### src/rtl/i2s_audio_rx.sv
// i2s_audio_rx
// Receiver for the core's serial audio stream (lrck / data), clocked by the
// audio master clock. Each lrck half-frame (slot) carries one signed word.
// Bit 0 of a slot is the one-bit delay, bits 1..SAMPLE_WIDTH carry the word
// MSB first, and the remaining bits are padding. Completed words are presented
// as a one-cycle pulse and latched into the left/right holding registers.
//
// Optional feature macro: I2S_AUDIO_RX_PAD_CHECK_EN
//   defined   : the delay bit and padding bits are checked, and any 1 pulses
//               pad_error.
//   undefined : no check logic is built, and pad_error is tied low.
//
// Ports:
//   clk            in   audio master clock, the only clock
//   reset          in   asynchronous, active-high reset
//   i2s_lrck       in   word select: 0 = left slot, 1 = right slot
//   i2s_data       in   serial data, MSB first, one-bit delay after lrck change
//   sample_valid   out  one-cycle pulse when a slot word completes
//   sample_channel out  lrck level of the completed slot
//   sample_data    out  completed word
//   left_sample    out  last complete left word
//   right_sample   out  last complete right word
//   pair_valid     out  pulse with a right word that directly follows a left word
//   framing_error  out  one-cycle pulse on a slot-length violation
//   pad_error      out  one-cycle pulse on a nonzero delay/padding bit
//   dbg_state_o    out  FSM state (0 = HUNT, 1 = RX)
//
// Handshake: the outputs are push-only with no ready signal. sample_valid,
// pair_valid, framing_error and pad_error are single-cycle strobes, and
// sample_data/sample_channel are meaningful in the cycle sample_valid is high.
module i2s_audio_rx #(
   parameter int CLKS_PER_BIT  = 4,
   parameter int BITS_PER_SLOT = 32,
   parameter int SAMPLE_WIDTH  = 16,
   parameter int SAMPLE_PHASE  = 2
) (
   input  logic                    clk,
   input  logic                    reset,
   input  logic                    i2s_lrck,
   input  logic                    i2s_data,
   output logic                    sample_valid,
   output logic                    sample_channel,
   output logic [SAMPLE_WIDTH-1:0] sample_data,
   output logic [SAMPLE_WIDTH-1:0] left_sample,
   output logic [SAMPLE_WIDTH-1:0] right_sample,
   output logic                    pair_valid,
   output logic                    framing_error,
   output logic                    pad_error,
   output logic                    dbg_state_o
);

   localparam int PW = (CLKS_PER_BIT > 1) ? $clog2(CLKS_PER_BIT) : 1;
   localparam int BW = (BITS_PER_SLOT > 1) ? $clog2(BITS_PER_SLOT) : 1;
   localparam logic [PW-1:0] PH_ONE    = PW'(1);
   localparam logic [PW-1:0] PH_LAST   = PW'(CLKS_PER_BIT - 1);
   localparam logic [PW-1:0] PH_SAMPLE = PW'(SAMPLE_PHASE);
   localparam logic [BW-1:0] BIT_ONE   = BW'(1);
   localparam logic [BW-1:0] BIT_LAST  = BW'(BITS_PER_SLOT - 1);
   localparam logic [BW-1:0] BIT_LSB   = BW'(SAMPLE_WIDTH);

   typedef enum logic {HUNT = 1'b0, RX = 1'b1} state_t;

   state_t                  state_q;
   logic                    lrck_q;
   logic                    last_q;
   logic                    left_seen_q;
   logic [PW-1:0]           phase_q, phase_d, cur_phase;
   logic [BW-1:0]           bit_q, bit_d, cur_bit;
   logic [SAMPLE_WIDTH-2:0] shift_q;
   logic                    lrck_edge, last_pos, early_edge, late_edge;
   logic                    sample_pt, word_bit, word_done;
   logic [SAMPLE_WIDTH-1:0] word;

   // cur_phase/cur_bit give the position of the current cycle inside the
   // slot. An lrck edge makes this cycle position (0,0) regardless of the
   // stored counters, so the counters store the position of the next cycle.
   always_comb begin
      lrck_edge = i2s_lrck ^ lrck_q;
      cur_phase = lrck_edge ? '0 : phase_q;
      cur_bit   = lrck_edge ? '0 : bit_q;
      last_pos  = (cur_phase == PH_LAST) && (cur_bit == BIT_LAST);
      phase_d   = (cur_phase == PH_LAST) ? '0 : cur_phase + PH_ONE;
      bit_d     = cur_bit;
      if (cur_phase == PH_LAST) begin
         bit_d = (cur_bit == BIT_LAST) ? '0 : cur_bit + BIT_ONE;
      end
      // last_q marks that the previous cycle was the final cycle of a slot.
      // An edge is legal only there. Missing it there means the slot ran long.
      early_edge = (state_q == RX) && lrck_edge && !last_q;
      late_edge  = (state_q == RX) && !lrck_edge && last_q;
      sample_pt  = ((state_q == RX) || lrck_edge) && !late_edge && (cur_phase == PH_SAMPLE);
      word_bit   = sample_pt && (cur_bit >= BIT_ONE) && (cur_bit <= BIT_LSB);
      word_done  = sample_pt && (cur_bit == BIT_LSB);
      word       = {shift_q, i2s_data};
   end

   always_ff @(posedge clk or posedge reset) begin
      if (reset) begin
         state_q        <= HUNT;
         lrck_q         <= 1'b0;
         phase_q        <= '0;
         bit_q          <= '0;
         last_q         <= 1'b0;
         left_seen_q    <= 1'b0;
         shift_q        <= '0;
         sample_valid   <= 1'b0;
         sample_channel <= 1'b0;
         sample_data    <= '0;
         left_sample    <= '0;
         right_sample   <= '0;
         pair_valid     <= 1'b0;
         framing_error  <= 1'b0;
      end else begin
         lrck_q        <= i2s_lrck;
         phase_q       <= phase_d;
         bit_q         <= bit_d;
         last_q        <= last_pos;
         sample_valid  <= 1'b0;
         pair_valid    <= 1'b0;
         framing_error <= early_edge || late_edge;

         case (state_q)
            HUNT: begin
               left_seen_q <= 1'b0;
               if (lrck_edge) state_q <= RX;
            end
            RX: begin
               // An early edge restarts the slot in RX. The partial word is
               // discarded because its completion point never arrives.
               if (early_edge || late_edge) left_seen_q <= 1'b0;
               if (late_edge) state_q <= HUNT;
            end
         endcase

         if (word_bit) shift_q <= word[SAMPLE_WIDTH-2:0];

         if (word_done) begin
            sample_valid   <= 1'b1;
            sample_data    <= word;
            sample_channel <= i2s_lrck;
            if (i2s_lrck) begin
               right_sample <= word;
               pair_valid   <= left_seen_q;
               left_seen_q  <= 1'b0;
            end else begin
               left_sample  <= word;
               left_seen_q  <= 1'b1;
            end
         end
      end
   end

`ifdef I2S_AUDIO_RX_PAD_CHECK_EN
   // Every sample point that is not a word bit is either the delay bit or padding.
   always_ff @(posedge clk or posedge reset) begin
      if (reset) begin
         pad_error <= 1'b0;
      end else begin
         pad_error <= sample_pt && !word_bit && i2s_data;
      end
   end
`else
   assign pad_error = 1'b0;
`endif

   assign dbg_state_o = (state_q == RX);

endmodule

### config.mk
export PLATFORM = sky130hd
export DESIGN_NAME = i2s_audio_rx
export DESIGN_NICKNAME = d
export VERILOG_FILES = /design/src/rtl/i2s_audio_rx.sv
export SDC_FILE = /design/constraint.sdc
export NUM_CORES = 1
export LEC_CHECK = 0
export CAP_MARGIN = 20
export CELL_PAD_IN_SITES_DETAIL_PLACEMENT = 1
export CELL_PAD_IN_SITES_GLOBAL_PLACEMENT = 2
export CORE_MARGIN = 2
export CORE_UTILIZATION = 36
export CTS_CLUSTER_DIAMETER = 100
export DETAILED_ROUTE_END_ITERATION = 7
export GPL_ROUTABILITY_DRIVEN = 0
export PLACE_DENSITY = 0.84
export SETUP_SLACK_MARGIN = 0.05
export SLEW_MARGIN = 25
export SYNTH_ARGS = -nofsm -noshare
export SYNTH_HDL_FRONTEND = slang
export SYNTH_SLANG_ARGS = --single-unit
export TNS_END_PERCENT = 10
### constraint.sdc
create_clock -name clk -period 3.8 [get_ports clk]
set_input_delay 1.14 -clock clk [delete_from_list [all_inputs] [get_ports clk]]
set_output_delay 1.14 -clock clk [all_outputs]
set_load 0.01 [all_outputs]
==> impl_metrics.json, run 1 <==
{
  "die_area_sq_um": 9750,
  "peakVddDrop_uv": 165,
  "wl_um": 6270,
  "hold_viol": 0,
  "antenna_left": 0,
  "synth_top_area_share_pct": 60.4,
  "hpwl_um": 4420,
  "yosysTopAreaCell": "dfrtp_1",
  "power_density_nw_per_um2": 378,
  "ys_ff_latch": 78,
  "post_cts_buffers": 0,
  "vias": 1891,
  "clkTransAtPathRegs_ps": 70,
  "yosysWarnings": 0,
  "fin_tns_setup_ps": 0,
  "synth.area.top_cells": "dfrtp_1, mux2_2, mux2_4",
  "final-setup-viol-count": 0,
  "crit_path_cell_trace": "clkdlybuf4s50_1 -> xnor2_2 -> and2_1 -> ha_1 -> and3b_1 -> nand3_2 -> a21oi_4 -> buf_12 -> mux2_2",
  "syn_area_per_cell_sq_um": 15.2,
  "synth_cells": 212,
  "portBuffers": 56,
  "place_inst": 376,
  "post-route-drc-count": 0,
  "grt_overflow_total": 0,
  "cts_hold_buf": 0,
  "via_per_inst": 4.84,
  "max_stage_delay_ps": 460,
  "crit_family": "simple AND/OR/NAND/NOR gates",
  "cts_tree": "yes",
  "slew_violations": 0,
  "utilization_pct": 47.3,
  "nFillCells": 864,
  "antenna_cells": 0,
  "die_w_um": 98.8,
  "synth_nets": 220,
  "total_power_mw": 1.56,
  "cts_max_level": 3,
  "initial_core_util_pct": 37.1,
  "min_period_ps": 3170,
  "crit_type": "in2reg",
  "synth_area_sq_um": 3230,
  "nNetsFinal": 287,
  "drt_iter0_markers": 50,
  "grt_max_degree": 56,
  "wire_per_inst_um": 16.0,
  "cpMaxStageDelayCell": "clkdlybuf4s50_1",
  "finalCritPeriodShare_pct": 83.5,
  "antenna_found_initial": 0,
  "grt_pass1_wl_um": 10600,
  "fin_skew_ps": 9.40,
  "synth_cell_types": 37,
  "firstDrtPassIters": 4,
  "cap_viol_max_count": 0,
  "design.core.area_sq_um": 8720,
  "run_status": "finished clean",
  "cts_buffers": 9,
  "end_kind": "flip-flop",
  "final_cells": 391,
  "track_usage_pct": 14.1,
  "tightest_slew_ps": 538,
  "path_max_fanout": 15,
  "whs_ps": 495,
  "power.leakage_nw": 2.02,
  "cts.path.max_buffers": 2,
  "cts_resized": 0,
  "io-pin-count": 58,
  "grt_setup_unrepaired": "no",
  "die_h_um": 98.8,
  "worstSkewPairLatency_ps": 340,
  "crit_required_ps": 4030,
  "fmax_mhz": 315,
  "synthToLayoutAreaGrowth_pct": 27.7,
  "root_buffer": "clkbuf_8",
  "multi_input_area_sq_um": 1170,
  "timing.critical_path.buf_inv": 2,
  "ys_seq_area_share_pct": 60.4,
  "cp.arrival_ps": 3400,
  "holdCritPathClass": "reg2reg",
  "drive_gt1_share_pct": 33.6,
  "cts.sinks": 78,
  "relSlewSlack_pct": 64.0,
  "r2r_slack_ps": 1390,
  "start_kind": "primary input",
  "grt_pass1_vias": 1994,
  "seqCellArea_sq_um": 1950,
  "rows": 34
}
worst register-to-register path: stages (launching register included):
cell	delay, ps
dfrtp_1	460
xnor2_2	320
and2_1	210
ha_1	140
and3b_1	300
nand3_2	170
a21oi_4	200
buf_12	180
mux2_2	340
where the power goes:
part | total (mW) | switching, mW | internal (mW)
clock | 0.595 | 0.280 | 0.316
combinational | 0.0979 | 0.0564 | 0.0416
sequential | 0.867 | 0.0175 | 0.849
total | 1.56 | 0.354 | 1.21
stage by stage:
stage | area [sq um] | setup WS (ps)
after CTS | 4130 | 622
after detailed placement | 3940 | 261
after global routing | 4130 | 452
after floorplan | 3230 | 665
final | 4130 | 626
after global placement | 3940 | 352
sequential cells by signal (all words and copies together) (netlist names):
register and flops:
right_sample 16, sample_data 16, bit_q 5, sample_valid 1, dbg_state_o 1, framing_error 1, lrck_q 1, sample_channel 1
pair_valid 1, shift_q 15, last_q 1, phase_q 2, left_seen_q 1, left_sample 16
cell usage in the layout, fill, tap and decap left out, drive strengths merged:
cell type      count
ha                 4
and4b              1
nor3               1
o31ai              1
or4                1
clkbuf            11
o32a               1
dfrtp             78
inv                7
nand2b             1
and3b              1
and3               3
nand3              1
a21oi              3
clkinv             3
xor2               1
conb               1
clkinvlp           1
nand2             12
bufinv             1
mux2              63
xnor2              2
a2bb2oi            1
clkdlybuf4s50     56
and2               2
a32oi              1
nor2               7
nor3b              2
o21ai              4
nand4              3
nand3b             1
buf                8
cell families after synthesis:
group                    after synthesis  share of synthesized area [%]
other                                  1                          0.116
adder cells (fa/ha/maj)                4                           1.55
buffers and inverters                 16                           3.25
flip-flops                            78                           60.4
AO/OA/AOI/OAI                         11                           2.52
XOR/XNOR                               3                           1.05
multiplexers                          63                           24.2
AND/OR/NAND/NOR                       36                           6.97
per-layer routing:
layer  vias up  track usage (%)  part of all wire [%]
met2        43             20.1                    45
met5         -                0                     0
met1       973             20.3                    49
li1        868                -                     -
met3         7             3.90                   4.3
met4         0             6.01                   1.6
synthesized netlist by cell type:
cell type	count
dfrtp_1	78
mux2_2	44
mux2_4	19
nand2_1	12
inv_1	8
nor2_1	7
ha_1	4
o21ai_0	4
buf_6	3
a21oi_1	2
and2_1	2
and3_1	2
buf_2	2
nand4_2	2
a21oi_4	1
a2bb2oi_1	1
a32oi_1	1
and3_2	1
and3b_1	1
and4b_2	1
buf_12	1
buf_4	1
clkbuf_1	1
conb_1	1
nand2b_4	1
nand3_2	1
nand3b_1	1
nand4_1	1
nor3_1	1
nor3b_1	1
nor3b_4	1
o31ai_1	1
o32a_1	1
or4_1	1
xnor2_1	1
xnor2_2	1
xor2_1	1
worst paths after layout:
| path | from | cells after the start | end |
|---|---|---|---|
| setup / recovery | i2s_lrck | 9 | shift_q[9] |
| hold / removal | sample_channel | 2 | sample_channel |
| setup reg to reg | lrck_q | 8 | shift_q[9] |
| hold reg to reg | sample_channel | 2 | sample_channel |
| max in group asynchronous | reset | 3 | bit_q[2] |
| min in group asynchronous | reset | 2 | pair_valid |
area by class of cell:
class	instances	area share, %
Clock inverter	4	1.15
Clock buffer	11	3.43
Timing Repair Buffer	64	15.6
Tap cell	108	3.27
Inverter	8	0.758
Multi-Input combinational cell	118	28.5
Sequential cell	78	47.3
No activity file was read; power rests on OpenSTA's default activity.
==> inputs of run 2 (changes only) <==
Clock period 3.8 ns to 3.1 ns, I/O delays scaled along.
==> impl_metrics.json, run 2 (same netlist as run 1, synthesis figures left out) <==
{
  "final_cell_mix": "dfrtp_1, clkdlybuf4s50_1, mux2_2, mux2_4",
  "wl_met3_um": 226,
  "grt_pass1_wl_um": 10800,
  "cap_viol_max_count": 0,
  "post-route-drc-count": 0,
  "holdCritPathClass": "reg2reg",
  "cp.arrival_ps": 3050,
  "die_area_sq_um": 9750,
  "drive_gt1_share_pct": 36.1,
  "min_period_ps": 2820,
  "wl_met2_um": 3020,
  "track_usage_pct": 14.3,
  "wl_um": 6420,
  "power_switching_mw": 0.474,
  "clkPwrFrac_pct": 41.0,
  "r2r_slack_ps": 840,
  "total_power_mw": 2.04,
  "power_frac_seq_pct": 51.9,
  "synthToLayoutAreaGrowth_pct": 32.6,
  "tightest_slew_ps": 549,
  "cp-startpoint": "i2s_lrck",
  "pre_cts_ws_ps": -93.1,
  "final_common_cell": "dfrtp_1",
  "end_kind": "flip-flop",
  "switching_share_pct": 23.2,
  "p_int_mw": 1.57,
  "r2r_start": "lrck_q",
  "root_buffer": "clkbuf_8",
  "crit_required_ps": 3340,
  "wl_met1_um": 3040,
  "grt_max_degree": 50,
  "portBuffers": 56,
  "antenna_cells": 0,
  "drt_iter0_markers": 43,
  "worstSkewPairLatency_ps": 350,
  "post_cts_buffers": 0,
  "rows": 34,
  "cts_buffers": 9,
  "cts_hold_buf": 0,
  "grt_pass1_vias": 2055,
  "highest_layer": "met4",
  "final_cells": 402,
  "hpwl_um": 4620,
  "fmax_mhz": 355,
  "power.leakage_nw": 2.10,
  "initial_core_util_pct": 37.1,
  "fin_skew_ps": 6.50,
  "final-setup-viol-count": 0,
  "antenna_found_initial": 0,
  "crit_end": "shift_q[10]",
  "reg_top3": "left_sample (16), right_sample (16), sample_data (16)",
  "hold_viol": 0,
  "reg2reg_to": "shift_q[10]",
  "wire_per_inst_um": 16.0,
  "firstDrtPassIters": 3,
  "relSlewSlack_pct": 63.3,
  "cts_resized": 0,
  "start_kind": "primary input",
  "nFillCells": 871,
  "run_status": "finished clean",
  "die_h_um": 98.8,
  "peakVddDrop_uv": 230,
  "design.core.area_sq_um": 8720,
  "cts_tree": "yes",
  "slew_violations": 0,
  "io-pin-count": 58,
  "vias": 1937,
  "crit_type": "in2reg",
  "grt_setup_unrepaired": "no",
  "cts.path.max_buffers": 2,
  "nNetsFinal": 297,
  "rr_worst_depth": 9,
  "path_max_fanout": 15,
  "cts_max_level": 3,
  "clkTransAtPathRegs_ps": 80,
  "place_inst": 386,
  "finalCritPeriodShare_pct": 90.9,
  "cts.sinks": 78,
  "via_per_inst": 4.82,
  "die_w_um": 98.8,
  "antenna_left": 0,
  "comb_power_share_pct": 7.1,
  "power_density_nw_per_um2": 477,
  "fin_ws_ps": 283,
  "grt_overflow_total": 0
}
run 2: changes by cell type in the layout (fill, tap and decap cells not counted):
cell and change:
buf_4 +6, buf_12 +4, clkinv_2 -2, inv_6 +2
bufinv_16 +1, clkbuf_8 -1, clkinvlp_4 +1
run 2: how the worst min path moves through the flow:
stage          cells after the start            from              to  slack [ps]
3_5_place_dp                       2  sample_channel  sample_channel         490
4_1_cts                            2  sample_channel  sample_channel         510
6_report                           2  sample_channel  sample_channel         490
2_1_floorplan                      2     left_seen_q      pair_valid         480
3_3_place_gp                       2  sample_channel  sample_channel         460
5_1_grt                            1  left_sample[0]  left_sample[0]         530
run 2: routing by layer:
metal,up-vias,GRT usage (%)
met1,988,19.9
li1,893,-
met3,11,2.84
met4,0,7.38
met2,45,21.2
met5,-,0
run 2: power by group through the flow:
| stage | logic, mW | clock network (mW) | registers [mW] |
|---|---|---|---|
| 2_1_floorplan | 0.0946 | 0 | 1.07 |
| 3_3_place_gp | 0.144 | 0 | 1.08 |
| 3_5_place_dp | 0.147 | 0 | 1.08 |
| 4_1_cts | 0.148 | 0.869 | 1.06 |
| 5_1_grt | 0.161 | 0.910 | 1.06 |
| 6_report | 0.144 | 0.839 | 1.06 |
run 2: worst max-delay path: stages:
cell and delay, ps:
clkdlybuf4s50_1 460, xnor2_2 180, buf_4 160, nand2_1 80
ha_1 170, nor3b_4 200, nand3_2 140, a21oi_4 190
buf_12 170, mux2_2 340
run 2: final cells by class:
| cell class | instances | area, sq um | area share, % |
|---|---|---|---|
| Multi-Input combinational cell | 118 | 1170 | 27.4 |
| Tap cell | 108 | 135 | 3.15 |
| Sequential cell | 78 | 1950 | 45.6 |
| Clock inverter | 6 | 92.6 | 2.16 |
| Inverter | 8 | 31.3 | 0.730 |
| Timing Repair Buffer | 74 | 771 | 18.0 |
| Clock buffer | 10 | 128 | 2.98 |
run 2: stage by stage:
| step | setup TNS (ps) | cell area, sq um | hold slack [ps] | util, % |
|---|---|---|---|---|
| detailed placement | -3260 | 4060 | 485 | 46.6 |
| global placement | -595 | 4060 | 457 | 46.6 |
| CTS | 0 | 4280 | 506 | 49.1 |
| floorplan | 0 | 3230 | 480 | - |
| finish | 0 | 4280 | 494 | 49.1 |
| global route | 0 | 4280 | 530 | 49.1 |
==> patch 1 (flow settings as in run 1) <==
Remove the register `framing_error`: a continuous assignment takes its place, so the output `framing_error` follows one clock earlier. Comments in the files are not updated.
--- a/src/rtl/i2s_audio_rx.sv
+++ b/src/rtl/i2s_audio_rx.sv
@@ -111,3 +111,2 @@
          pair_valid     <= 1'b0;
-         framing_error  <= 1'b0;
       end else begin
@@ -119,3 +118,2 @@
          pair_valid    <= 1'b0;
-         framing_error <= early_edge || late_edge;
 
@@ -152,2 +150,4 @@
 
+   assign framing_error = early_edge || late_edge;
+
 `ifdef I2S_AUDIO_RX_PAD_CHECK_EN
Behaviour: not the same (Yosys sat finds a counterexample within 4 cycles, from zero or initial values and one cycle with reset high).
==> patch 1 against run 1 <==
- die area fell by 3.5%
- wire length fell by 4.6%
- sequential cell count fell by 1
- worst setup slack got worse by 330 ps
- count of clock-buffer cells in the layout did not move
- fmax fell by 9.5%
- total power fell by 0.68%
- final cell count fell by 2.6%
- critical path depth fell by 4
- synthesized area fell by 3.7%
- final area fell by 1.8%
- largest cell class unchanged
- largest power group unchanged
==> patch 1: results (changes against run 1) <==
Outcome
  – Run status: finished clean

Synthesis
  – Post-Syn Nets: 211 (-4.1%)
  – Top cells by area in the synthesized netlist: sky130_fd_sc_hd__dfrtp_1, sky130_fd_sc_hd__mux2_1, sky130_fd_sc_hd__mux2_2
  – Xor/xnor share of the synthesized area: 0.0145 (+0.00402)
  – Most frequent cells after synthesis: sky130_fd_sc_hd__dfrtp_1, sky130_fd_sc_hd__mux2_1, sky130_fd_sc_hd__mux2_2
  – Complex-gate fraction of the synthesized area: 0.0245 (-0.000647)
  – Most used flip-flop cell after synthesis: sky130_fd_sc_hd__dfrtp_1
  – Count of unique library cells instantiated by Yosys: 37 (unchanged)
  – Post-synthesis instance total: 203 (-4.2%)
  – Share of synthesized cell area in full adder, half adder and majority cells: 0.0161 (+0.000591)
  – Asr flop ratio synth: 1.00 (unchanged)
  – Register area share after synthesis: 0.619 (+0.0150)
  – Synth warnings: 0 (unchanged)
  – Multiplexer fraction of the synthesized cell area: 0.242 (+0.000784)

Worst setup path
  – Largest stage delay on the critical path: 530 ps (+70 ps)
  – Top Family by Delay on Critical Path: buffers and inverters
  – Origin of the critical flop-to-flop path: lrck_q
  – Maximum fanout encountered on the critical timing path: 3 (-12)
  – Critical Path AT: 2370 ps (-1030 ps)

Finish
  – Number of fillers in the final layout: 848 (-1.9%)
  – Fraction of layout cells with a size suffix above 1: 0.196 (-0.140)
  – Post-layout net count: 279 (-2.8%)
  – Count of non-filler cells in the finished layout: 381 (-2.6%)
  – Antenna cells: 0 (unchanged)

GRT
  – Global-route total usage across every layer: 0.138 (-0.00293)
  – First-pass GRT wire length: 10.3 mm (-2.3%)
  – Vias in the first global route: 1984 (-0.50%)
  – Pin count of the biggest net entering global routing: 45 (-20%)
  – Antenna violations before repair: 0 (unchanged)

STA
  – Worst clock skew: 4.13 ps (-5.27 ps)
  – Transition time of the tightest slew-check pin: 741 ps (+203 ps)

Place
  – HPWL after DPL: 4.19 mm (-5.1%)
  – Buffers added on ports: 56 (unchanged)
  – Number of cells in the design after placement: 365 (-2.9%)

Detailed routing
  – Overall via count from detail_route: 1844 (-2.5%)
  – Post-detailed-routing wire length: 5.99 mm (-4.6%)
  – Met3 routed wirelength: 214 um (-20%)
  – Violation count after the first detailed-route iteration: 48 (-4.0%)
  – M1 WL: 2.88 mm (-6.9%)
  – Pre-antenna DRT Iters: 2 (-2)

Power
  – Internal power consumption: 0.00119 W (-1.2%)
  – Peak supply drop: 0.189 mV (+15%)
  – LEAKAGE: 2.04 nW (+0.92%)

Clock tree
  – Max H-tree Level: 3 (unchanged)
[patch 1: changes by cell type after synthesis, sizes merged, moves of 2 or more]
cell   change
inv        -2
nand2      -2
a21oi      -2
nor2       -2
[patch 1: path summary, 6_finish.rpt]
kind | endpoint | slack, ps | cells past startpoint
hold reg to reg | sample_channel | 490 | 2
setup / recovery | framing_error | 290 | 5
hold / removal | sample_channel | 490 | 2
max in group asynchronous | shift_q[11] | 1940 | 3
min in group asynchronous | right_sample[13] | 1230 | 2
setup reg to reg | shift_q[3] | 1330 | 8
[patch 1: worst min-delay path: stages, from the launching register on]
cell and delay, ps:
sky130_fd_sc_hd__dfrtp_1 350, sky130_fd_sc_hd__nand2_1 60, sky130_fd_sc_hd__nand2_1 60
[patch 1: power by group through the flow]
stage	logic, W	clock network (W)	registers (W)
finish	0.0000817	0.000615	0.000852
global route	0.0000949	0.000683	0.000858
CTS	0.0000855	0.000642	0.000852
detailed placement	0.0000857	0	0.000869
global placement	0.0000818	0	0.000869
floorplan	0.0000594	0	0.000863
[patch 1: metal layers]
layer / vias up / track usage
met5: - / 0
met4: 0 / 0.0390
met3: 9 / 0.0412
met2: 41 / 0.212
met1: 949 / 0.191
li1: 845 / -
[patch 1: cells by family (layout without fill, tap and decap cells)]
family | after synthesis | in the layout
DFF | 77 | 77
muxes | 64 | 64
and+or+nand+nor | 30 | 30
buffers and inverters | 14 | 87
AOI/OAI and AO/OA | 10 | 10
adders and majority gates | 4 | 4
xor gates and xnor gates | 3 | 3
other | 1 | 1
[patch 1: metrics by stage]
| step | hold WS, ps | setup WS, ps | setup TNS, ps | cell area [sq um] |
|---|---|---|---|---|
| after floorplan | 485 | 574 | 0 | 3110 |
| after global placement | 461 | 22.2 | 0 | 3840 |
| after detailed placement | 474 | -28.3 | -28.3 | 3840 |
| after CTS | 494 | 277 | 0 | 4050 |
| after global routing | 521 | 192 | 0 | 4050 |
| final | 492 | 294 | 0 | 4050 |
[patch 1: timing repair]
action	CTS	global route
hold buffers	0	0
gates resized for setup	2	0
setup endpoints to repair	1	0
endpoints found under the hold margin	0	0
[patch 1: final cells by class]
class                   count  share of cell area
clock inverters             5              0.0148
well taps                 105              0.0324
multi-input cells         112               0.276
inverters                   6             0.00586
clock buffers              11              0.0349
flip-flops and latches     77               0.475
repair buffers             65               0.161
==> patch 2 (config.mk and constraints of run 1) <==
Without the edit above. Build with the macro `I2S_AUDIO_RX_PAD_CHECK_EN` defined.
--- a/src/rtl/i2s_audio_rx.sv
+++ b/src/rtl/i2s_audio_rx.sv
@@ -30,2 +30,4 @@
 // sample_data/sample_channel are meaningful in the cycle sample_valid is high.
+`define I2S_AUDIO_RX_PAD_CHECK_EN
+
 module i2s_audio_rx #(
Function: changed (Yosys sat finds a counterexample within 4 cycles, from zero or initial values and one cycle with reset high).
==> patch 2 against run 1 <==
- final area is 0.82% lower
- fmax is 10% lower
- via count is 2.3% lower
- critical path depth is 1 higher
- first-iteration DRC count is 20% higher
- worst setup slack worse by 360 ps
- core utilization is 0.62 points lower
- synthesized cell count is 1.4% lower
- global-route usage is 0.077 points lower
- total power is 0.75% lower
- sequential cell count is 1 higher
- wire length is 2.6% higher
- synthesized area is 0.77% higher
- critical path type unchanged
- critical endpoint is now right_sample[4]
- largest power group unchanged
==> patch 2: results (changes against run 1) <==
Outcome
  – Run status: finished clean

GRT
  – Pin count of the biggest net entering global routing: 44 (-21%)
  – Vias in the first global route: 1962 (-1.6%)
  – Global-route total usage across every layer: 0.140 (-0.000766)
  – First-pass GRT wire length: 10.4 mm (-1.4%)

STA
  – Worst clock skew: 6.02 ps (-3.38 ps)
  – Transition time of the tightest slew-check pin: 761 ps (+223 ps)
  – Final setup margin: 267 ps (-359 ps)

Detailed routing
  – Post-detailed-routing wire length: 6.44 mm (+2.6%)
  – Via-to-Cell Ratio: 4.80 (-0.75%)
  – Pre-antenna DRT Iters: 2 (-2)
  – Violation count after the first detailed-route iteration: 60 (+20%)

Worst setup path
  – Maximum fanout encountered on the critical timing path: 17 (+2)
  – Master of the slowest instance on the critical path: sky130_fd_sc_hd__xnor2_2
  – Internal reg-to-reg setup slack: 1070 ps (-320 ps)
  – Origin of the critical flop-to-flop path: lrck_q
  – Critical Path AT: 3760 ps (+360 ps)
  – Reg2Reg Capture Point: right_sample[4]
  – Logic depth of the worst register-to-register path: 9 (+1)
  – Top Family by Delay on Critical Path: buffers and inverters
  – Largest stage delay on the critical path: 500 ps (+40 ps)

Synthesis
  – Most frequent cells after synthesis: sky130_fd_sc_hd__dfrtp_1, sky130_fd_sc_hd__mux2_2, sky130_fd_sc_hd__mux2_4
  – Synth warnings: 0 (unchanged)
  – Multiplexer fraction of the synthesized cell area: 0.242 (+0.000449)
  – Count of unique library cells instantiated by Yosys: 34 (-8.1%)
  – Complex-gate fraction of the synthesized area: 0.0200 (-0.00519)
  – Register area share after synthesis: 0.607 (+0.00304)
  – Post-Syn Nets: 217 (-1.4%)
  – Top cells by area in the synthesized netlist: sky130_fd_sc_hd__dfrtp_1, sky130_fd_sc_hd__mux2_2, sky130_fd_sc_hd__mux2_4
  – Share of synthesized cell area in full adder, half adder and majority cells: 0.0154 (-0.000119)
  – Xor/xnor share of the synthesized area: 0.0104 (-0.0000803)

Power
  – LEAKAGE: 2.03 nW (+0.54%)
  – Peak supply drop: 0.183 mV (+11%)

Place
  – HPWL after DPL: 4.49 mm (+1.7%)
  – Setup slack at placement: -107 ps (-368 ps)
  – Buffers added on ports: 57 (+1.8%)
  – Placed Area: 3930 sq um (-0.22%)

Finish
  – Number of fillers in the final layout: 890 (+3.0%)
  – Fraction of layout cells with a size suffix above 1: 0.289 (-0.0469)
  – Registers with the most flip-flops: left_sample (16), right_sample (16), sample_data (16)
  – Post-layout net count: 282 (-1.7%)
==> patch 2: cell count changes after synthesis, sizes merged, moves of 2 or more <==
| cell | change |
|---|---|
| and2 | +3 |
| nor2b | +3 |
| nand2 | -2 |
| nand3 | +3 |
| inv | -3 |
| nor2 | -3 |
==> patch 2: through the flow <==
step	setup TNS (ps)	hold WS, ps	std cells	utilization
3_3_place_gp	-482	467	371	0.448
3_5_place_dp	-2280	488	371	0.448
2_1_floorplan	0	498	209	-
5_1_grt	0	524	385	0.467
4_1_cts	0	504	385	0.467
6_report	0	491	385	0.467
==> patch 2: how the worst max path moves through the flow <==
stage                             endpoint  cells after the start
final                      right_sample[4]                     10
after global routing       right_sample[9]                     10
after global placement    right_sample[11]                     10
after detailed placement  right_sample[14]                     10
after floorplan             left_sample[0]                     11
after CTS                  right_sample[5]                     10
==> patch 2: cell families after synthesis <==
group	count (synthesis)
buf+inv	13
compound gates	10
flops	79
fa+ha+maj	4
xor+xnor	3
simple gates	36
mux	64
==> patch 2: worst min-delay path, stage by stage (launching register included) <==
cell and delay (ps):
sky130_fd_sc_hd__dfrtp_1 350, sky130_fd_sc_hd__nand2_1 50, sky130_fd_sc_hd__nand2_1 60
==> patch 2: cell type report <==
| cell class | count | share of cell area |
|---|---|---|
| Sequential cell | 79 | 0.483 |
| Multi-Input combinational cell | 117 | 0.288 |
| Timing Repair Buffer | 62 | 0.152 |
| Clock buffer | 13 | 0.0388 |
| Tap cell | 108 | 0.0330 |
| Inverter | 5 | 0.00489 |
| Clock inverter | 1 | 0.00122 |
==> patch 2: report_power, final <==
group          leakage [nW]  total [W]  switching, W  internal (W)
clock network        0.0854   0.000536      0.000271      0.000265
registers              1.09   0.000891     0.0000238      0.000867
logic                 0.862   0.000121     0.0000621     0.0000589
total                  2.03    0.00155      0.000357       0.00119
==> patch 2: layer usage <==
layer  share of wire  track usage  up-vias
met3           0.047       0.0422       11
met1            0.48        0.187      935
li1                -            -      855
met2            0.46        0.218       47
met5               0            0        -
met4           0.015       0.0506        0
